==> src/rtl/inter_req_arbiter.sv <==
// Round-robin arbiter that shares the interboard transmit port between the
// move, draw, select and turn-end handlers. Each request waits in its own slot.
module inter_req_arbiter #(
  parameter int unsigned TIMEOUT_CYC = 100_000_000
) (
  input  logic        clk,
  input  logic        rst,
  input  logic        interboard_rst,
  input  logic [3:0]  req_en,
  input  logic [3:0]  req_move_dir,
  input  logic [19:0] req_block_x,
  input  logic [11:0] req_block_y,
  input  logic [15:0] req_msg_type,
  input  logic [23:0] req_card,
  input  logic [11:0] req_sel_len,
  input  logic        inter_ready,
  output logic        ctrl_en,
  output logic        ctrl_move_dir,
  output logic [4:0]  ctrl_block_x,
  output logic [2:0]  ctrl_block_y,
  output logic [3:0]  ctrl_msg_type,
  output logic [5:0]  ctrl_card,
  output logic [2:0]  ctrl_sel_len,
  output logic [3:0]  req_ready,
  output logic [3:0]  req_fail,
  output logic [3:0]  pending,
  output logic        busy,
  output logic        err_overflow,
  output logic        err_timeout
);

  localparam int unsigned CNT_W = (TIMEOUT_CYC > 1) ? $clog2(TIMEOUT_CYC) : 1;
  localparam logic [CNT_W-1:0] CNT_LAST = CNT_W'(TIMEOUT_CYC - 1);

  typedef enum logic [2:0] {IDLE, SEND, WAIT, DONE, FAIL} state_t;

  state_t           state;
  logic [1:0]       last;
  logic [CNT_W-1:0] cnt;
  logic             sync_rst;

  logic [3:0] slot_valid;
  logic       slot_dir  [4];
  logic [4:0] slot_x    [4];
  logic [2:0] slot_y    [4];
  logic [3:0] slot_msg  [4];
  logic [5:0] slot_card [4];
  logic [2:0] slot_len  [4];

  logic [3:0] win_onehot;
  logic [3:0] release_slot;
  logic       grant_found;
  logic [1:0] grant_idx;
  logic [1:0] cand;

  assign sync_rst     = rst | interboard_rst;
  assign pending      = slot_valid;
  assign win_onehot   = 4'b0001 << last;
  assign release_slot = ((state == DONE) || (state == FAIL)) ? win_onehot : 4'b0000;

  // A request into a releasing slot is accepted; into any other full slot it is dropped.
  always_ff @(posedge clk) begin
    if (sync_rst) begin
      slot_valid   <= 4'b0000;
      err_overflow <= 1'b0;
      for (int i = 0; i < 4; i++) begin
        slot_dir[i]  <= 1'b0;
        slot_x[i]    <= 5'd0;
        slot_y[i]    <= 3'd0;
        slot_msg[i]  <= 4'd0;
        slot_card[i] <= 6'd0;
        slot_len[i]  <= 3'd0;
      end
    end else begin
      for (int i = 0; i < 4; i++) begin
        if (req_en[i] && (!slot_valid[i] || release_slot[i])) begin
          slot_valid[i] <= 1'b1;
          slot_dir[i]   <= req_move_dir[i];
          slot_x[i]     <= req_block_x[5*i +: 5];
          slot_y[i]     <= req_block_y[3*i +: 3];
          slot_msg[i]   <= req_msg_type[4*i +: 4];
          slot_card[i]  <= req_card[6*i +: 6];
          slot_len[i]   <= req_sel_len[3*i +: 3];
        end else if (req_en[i]) begin
          err_overflow <= 1'b1;
        end else if (release_slot[i]) begin
          slot_valid[i] <= 1'b0;
        end
      end
    end
  end

  // Search starts just after the previous winner, so the previous winner is tried last.
  always_comb begin
    grant_found = 1'b0;
    grant_idx   = last;
    cand        = last;
    for (int k = 1; k <= 4; k++) begin
      cand = last + 2'(k);
      if (!grant_found && slot_valid[cand]) begin
        grant_found = 1'b1;
        grant_idx   = cand;
      end
    end
  end

  always_ff @(posedge clk) begin
    if (sync_rst) begin
      state         <= IDLE;
      last          <= 2'd3;
      cnt           <= '0;
      ctrl_en       <= 1'b0;
      ctrl_move_dir <= 1'b0;
      ctrl_block_x  <= 5'd0;
      ctrl_block_y  <= 3'd0;
      ctrl_msg_type <= 4'd0;
      ctrl_card     <= 6'd0;
      ctrl_sel_len  <= 3'd0;
      req_ready     <= 4'b0000;
      req_fail      <= 4'b0000;
      busy          <= 1'b0;
      err_timeout   <= 1'b0;
    end else begin
      ctrl_en   <= 1'b0;
      req_ready <= 4'b0000;
      req_fail  <= 4'b0000;
      case (state)
        IDLE: begin
          if (grant_found) begin
            last          <= grant_idx;
            ctrl_move_dir <= slot_dir[grant_idx];
            ctrl_block_x  <= slot_x[grant_idx];
            ctrl_block_y  <= slot_y[grant_idx];
            ctrl_msg_type <= slot_msg[grant_idx];
            ctrl_card     <= slot_card[grant_idx];
            ctrl_sel_len  <= slot_len[grant_idx];
            ctrl_en       <= 1'b1;
            busy          <= 1'b1;
            state         <= SEND;
          end
        end
        SEND: begin
          cnt   <= '0;
          state <= WAIT;
        end
        WAIT: begin
          // A ready in the final counted cycle still wins over the timeout.
          if (inter_ready) begin
            req_ready <= win_onehot;
            state     <= DONE;
          end else if (cnt == CNT_LAST) begin
            req_fail <= win_onehot;
            state    <= FAIL;
          end else begin
            cnt <= cnt + 1'b1;
          end
        end
        DONE: begin
          busy  <= 1'b0;
          state <= IDLE;
        end
        FAIL: begin
          err_timeout <= 1'b1;
          busy        <= 1'b0;
          state       <= IDLE;
        end
        default: state <= IDLE;
      endcase
    end
  end

endmodule

==> config.mk <==
export PLATFORM = sky130hd
export DESIGN_NAME = inter_req_arbiter
export DESIGN_NICKNAME = d
export VERILOG_FILES = /design/src/rtl/inter_req_arbiter.sv
export SDC_FILE = /design/constraint.sdc
export NUM_CORES = 1
export LEC_CHECK = 0
export CORE_ASPECT_RATIO = 1.4
export CORE_MARGIN = 2
export CORE_UTILIZATION = 33
export CTS_CLUSTER_DIAMETER = 40
export DETAILED_ROUTE_END_ITERATION = 12
export PLACE_DENSITY_LB_ADDON = 0.1
export SLEW_MARGIN = 15
export SYNTH_ARGS = -nofsm -noshare
export SYNTH_HDL_FRONTEND = slang
export SYNTH_SLANG_ARGS = --single-unit
==> constraint.sdc <==
create_clock -name clk -period 2.5 [get_ports clk]
set_input_delay 0.75 -clock clk [delete_from_list [all_inputs] [get_ports clk]]
set_output_delay 0.75 -clock clk [all_outputs]
set_load 0.05 [all_outputs]
==> tab_implementation.tex <==
\begin{tabular}{lr}
\hline
Metric & Value \\
\hline
\multicolumn{2}{l}{\textbf{Global routing}} \\
\quad Wire length of the first global-routing pass & 35800 um \\
\quad GRT Total Usage & 0.195 \\
\quad Initial antenna violation count & 0 \\
\quad Via count of the first global-routing pass & 6539 \\
\quad Maximum number of pins on one net before global-route repair & 49 \\
\quad Global-route congestion overflow total & 0 \\
\multicolumn{2}{l}{\textbf{Setup path}} \\
\quad Top cell by count, worst path & sky130\_fd\_sc\_hd\_\_buf\_12 \\
\quad Largest incremental delay on the critical path & 0.38 ns \\
\quad Maximum net fanout on the critical path & 6 \\
\quad Capturing element type of the critical path & flop \\
\quad List of cells traversed by the critical path & inv\_4, ha\_4, buf\_6, o31ai\_4, a2bb2oi\_4, buf\_12, buf\_12, mux2i\_1, buf\_4, nor2\_2, a2111o\_1 \\
\quad CP arrival & 2.75 ns \\
\quad Required time of the worst setup path & 2.81 ns \\
\quad CP top delay family & compound AO/OA/AOI/OAI gates \\
\quad Worst path slowest cell & sky130\_fd\_sc\_hd\_\_dfxtp\_4 \\
\quad Startpoint Class & flop \\
\quad Count of buffering cells on the critical path with inverters included & 5 \\
\quad CP Class & reg -> reg \\
\multicolumn{2}{l}{\textbf{Yosys}} \\
\quad Synthesized area per cell & 10.6 sq um \\
\quad Post-synthesis simple-gate area fraction & 0.223 \\
\quad Share of flip-flops with an asynchronous set or reset after synthesis & 0 \\
\quad Library cell with the largest summed area after synthesis & sky130\_fd\_sc\_hd\_\_edfxtp\_1 \\
\quad Dominant combinational cell family by area after synthesis & simple AND/OR/NAND/NOR gates \\
\quad Count of flip-flops with a built-in enable after synthesis & 88 \\
\quad Cells after synthesis & 708 \\
\quad Number of warning messages in the yosys log & 0 \\
\quad Syn\_nets & 809 \\
\quad Post-synthesis share of cell area spent on xor and xnor gates & 0.0233 \\
\quad Count of state elements after synthesis & 158 \\
\quad Number of distinct library cells after synthesis & 54 \\
\quad Compound-Gate Fraction of Synth Area & 0.134 \\
\quad Area contributors post-synth & sky130\_fd\_sc\_hd\_\_edfxtp\_1 (35\%), sky130\_fd\_sc\_hd\_\_dfxtp\_1 (19\%), sky130\_fd\_sc\_hd\_\_and2\_1 (10\%) \\
\quad Fraction of synthesized area in multiplexers & 0.0376 \\
\quad Adder-cell area share of the yosys netlist & 0.00833 \\
\quad Sequential cell area fraction in the yosys report & 0.538 \\
\quad Main flop type after synthesis & sky130\_fd\_sc\_hd\_\_edfxtp\_1 \\
\quad Combined area of all synthesized cells & 7510 sq um \\
\quad Proportion of netlist area held by the largest area contributor & 0.352 \\
\multicolumn{2}{l}{\textbf{Timing}} \\
\quad Final Hold Slack & 0.482 ns \\
\quad Period Utilization, post-route & 0.975 \\
\quad Final Critical Period & 2.44 ns \\
\quad RSZ-0062 raised after global routing & yes \\
\quad Number of slew-limit violations in the final report & 0 \\
\quad Slew margin rel. & 0.501 \\
\quad Final WS setup & 0.0618 ns \\
\quad Final hold violations & 0 \\
\quad Peak clock frequency supported by timing & 0.410 GHz \\
\quad Post-Route Skew & 0.00919 ns \\
\quad Actual slew at the worst max-slew pin & 0.747 ns \\
\quad Final count of negative-setup-slack endpoints & 0 \\
\multicolumn{2}{l}{\textbf{Cells and area}} \\
\quad Syn-to-layout area delta & 39.3\% \\
\quad Fillers & 2122 \\
\quad Post-route insts no fill & 1190 \\
\quad Layout cells sized above 1 & 0.151 \\
\quad Antenna diodes & 0 \\
\quad Count of nets after finishing & 977 \\
\quad Top library cells by usage in the layout, fill and taps aside & sky130\_fd\_sc\_hd\_\_clkdlybuf4s50\_1 (130), sky130\_fd\_sc\_hd\_\_and2\_1 (121), sky130\_fd\_sc\_hd\_\_edfxtp\_1 (88), sky130\_fd\_sc\_hd\_\_dfxtp\_1 (65), sky130\_fd\_sc\_hd\_\_nand2\_1 (61) \\
\quad Register area & 4050 sq um \\
\quad Most frequent standard cell in the layout excluding fill and tap cells & sky130\_fd\_sc\_hd\_\_clkdlybuf4s50\_1 \\
\quad Area taken by multi-input logic gates & 3440 sq um \\
\quad Finished Core Util & 0.466 \\
\multicolumn{2}{l}{\textbf{Placed design}} \\
\quad HPWL after DPL & 16300 um \\
\quad Cells after DPL & 1156 \\
\quad Number of port buffers & 133 \\
\quad Worst setup timing slack at the placement stage & -0.250 ns \\
\quad Final weighted congestion in routability-driven placement & 0.873 \\
\multicolumn{2}{l}{\textbf{Routing}} \\
\quad Total wire length after detailed routing & 23200 um \\
\quad Ratio of routed vias to standard cells & 5.16 \\
\quad Top Metal Used & met4 \\
\quad Post-route DRC & 0 \\
\quad Avg WL per Cell & 19.5 um \\
\quad Met3 routed WL & 818 um \\
\quad Total number of vias & 6139 \\
\quad Routed met2 length & 12900 um \\
\quad DRT met1 WL & 8660 um \\
\quad Detailed router's first-iteration violation count & 431 \\
\quad Antenna violation net count after detailed routing & 0 \\
\quad Number of iterations in the first detailed-routing pass & 4 \\
\multicolumn{2}{l}{\textbf{Pwr}} \\
\quad Worst vdd ir & 0.452 mV \\
\quad Static leakage power & 3.89 nW \\
\quad Areal power density over the cells & 599 nW/um\^{}2 \\
\quad Overall power of the completed layout & 6.27 mW \\
\multicolumn{2}{l}{\textbf{Floorplan}} \\
\quad Y dimension of the die & 183 um \\
\quad Total number of placement rows & 65 \\
\quad Floorplan core area & 22400 sq um \\
\quad Number of I/O pins & 134 \\
\quad Area enclosed by the die boundary & 24000 sq um \\
\quad Width of the chip & 132 um \\
\quad Starting density of the core & 0.335 \\
\multicolumn{2}{l}{\textbf{Clock network}} \\
\quad Master cell of the clock root buffer & sky130\_fd\_sc\_hd\_\_clkbuf\_16 \\
\quad TritonCTS Buffers & 17 \\
\quad CTS tree & done \\
\quad Number of sinks on the clock net & 158 \\
\quad Clock input transition at the sequential cells of the worst setup and hold paths & 0.07 ns \\
\quad CTS H-Tree Depth & 4 \\
\quad Worst-skew pair later-pin latency & 0.43 ns \\
\quad CTS Hold Bufs & 0 \\
\quad Buffers from clock root to sink, at most & 2 \\
\multicolumn{2}{l}{\textbf{Status}} \\
\quad Outcome & finished, final reports clean \\
\multicolumn{2}{l}{\textbf{Worst hold path}} \\
\quad Kind of path behind the tightest hold check & reg -> reg \\
\multicolumn{2}{l}{\textbf{Run}} \\
\quad Maximum capacitance violations & 0 \\
\hline
\end{tabular}
## final cells by class
cell class                 instances  share of cell area
sequential                       158               0.387
multi-input combinational        490               0.328
timing repair buffer             194               0.188
clock buffer                      17              0.0406
tap                              301              0.0360
clock inverter                    15              0.0141
inverter                          15             0.00562
## logic make-up (layout without fill, tap and decap cells)
logic type | count (synthesis) | in the layout
buffers and inverters | 61 | 241
muxes | 28 | 28
AOI/OAI and AO/OA | 122 | 123
xor gates and xnor gates | 20 | 20
DFF | 158 | 158
and+or+nand+nor | 314 | 314
adders and majority gates | 5 | 5
## stage by stage
stage | TNS, ns | cell area (sq um)
2_1_floorplan | 0 | 7530
3_3_place_gp | -2.91 | 9630
5_1_grt | -0.0855 | 10500
4_1_cts | 0 | 10400
6_report | 0 | 10500
3_5_place_dp | -5.27 | 9630
## path summary, 6_finish.rpt
| kind | start | slack [ns] | depth (start not counted) | to |
|---|---|---|---|---|
| worst min register to register | err_timeout | 0.48 | 2 | err_timeout |
| worst max register to register | last[0] | 0.06 | 11 | ctrl_card[1] |
| worst max-delay path | last[0] | 0.06 | 11 | ctrl_card[1] |
| worst min-delay path | err_timeout | 0.48 | 2 | err_timeout |
## synthesized netlist by cell type (all sizes together) (4+ instances only)
library cell	number
edfxtp	88
clkbuf	27
a211oi	10
nor2	54
dfxtp	70
ha	5
a2111oi	7
nand2	62
and3	8
a31oi	22
nand3	13
nor3	4
buf	19
nand4	29
a32oi	22
and2	121
nand2b	6
xnor2	20
mux2i	26
a21oi	20
a2111o	22
inv	15
## where the power goes
part	switching [mW]	leakage, nW	internal (mW)	total, mW
combinational	0.400	2.03	0.391	0.791
sequential	0.0793	1.58	2.85	2.93
clock	1.15	0.275	1.40	2.55
total	1.63	3.89	4.64	6.27
## layer usage
metal,vias up,global-route usage
met5,-,0
met2,168,0.373
li1,2934,-
met4,0,0.100
met1,2992,0.205
met3,45,0.0319
## state kept, by name (all words and copies together) (netlist names), 2 cells and up
name and flops:
cnt 27, slot_card 24, slot_x 20, slot_msg 16
slot_len 12, slot_y 12, ctrl_card 6, ctrl_block_x 5
ctrl_msg_type 4, pending 4, req_fail 4, req_ready 4
slot_dir 4, ctrl_block_y 3, ctrl_sel_len 3, state 3
last 2
## worst register-to-register path, delay by kind of cell (launching register included)
kind                       cells  cell delay, ns
AOI/OAI and AO/OA              3            0.89
adders and majority gates      1            0.23
buffers and inverters          5            0.59
DFF                            1            0.38
muxes                          1            0.19
and+or+nand+nor                1            0.04
## what timing repair did
action	in CTS	in global routing
gates cloned	2	1
buffers inserted	4	1
setup endpoints to repair	25	27
gates resized for setup	22	20
pin swaps	3	6
Note: power is estimated with default switching activity, not from simulation.
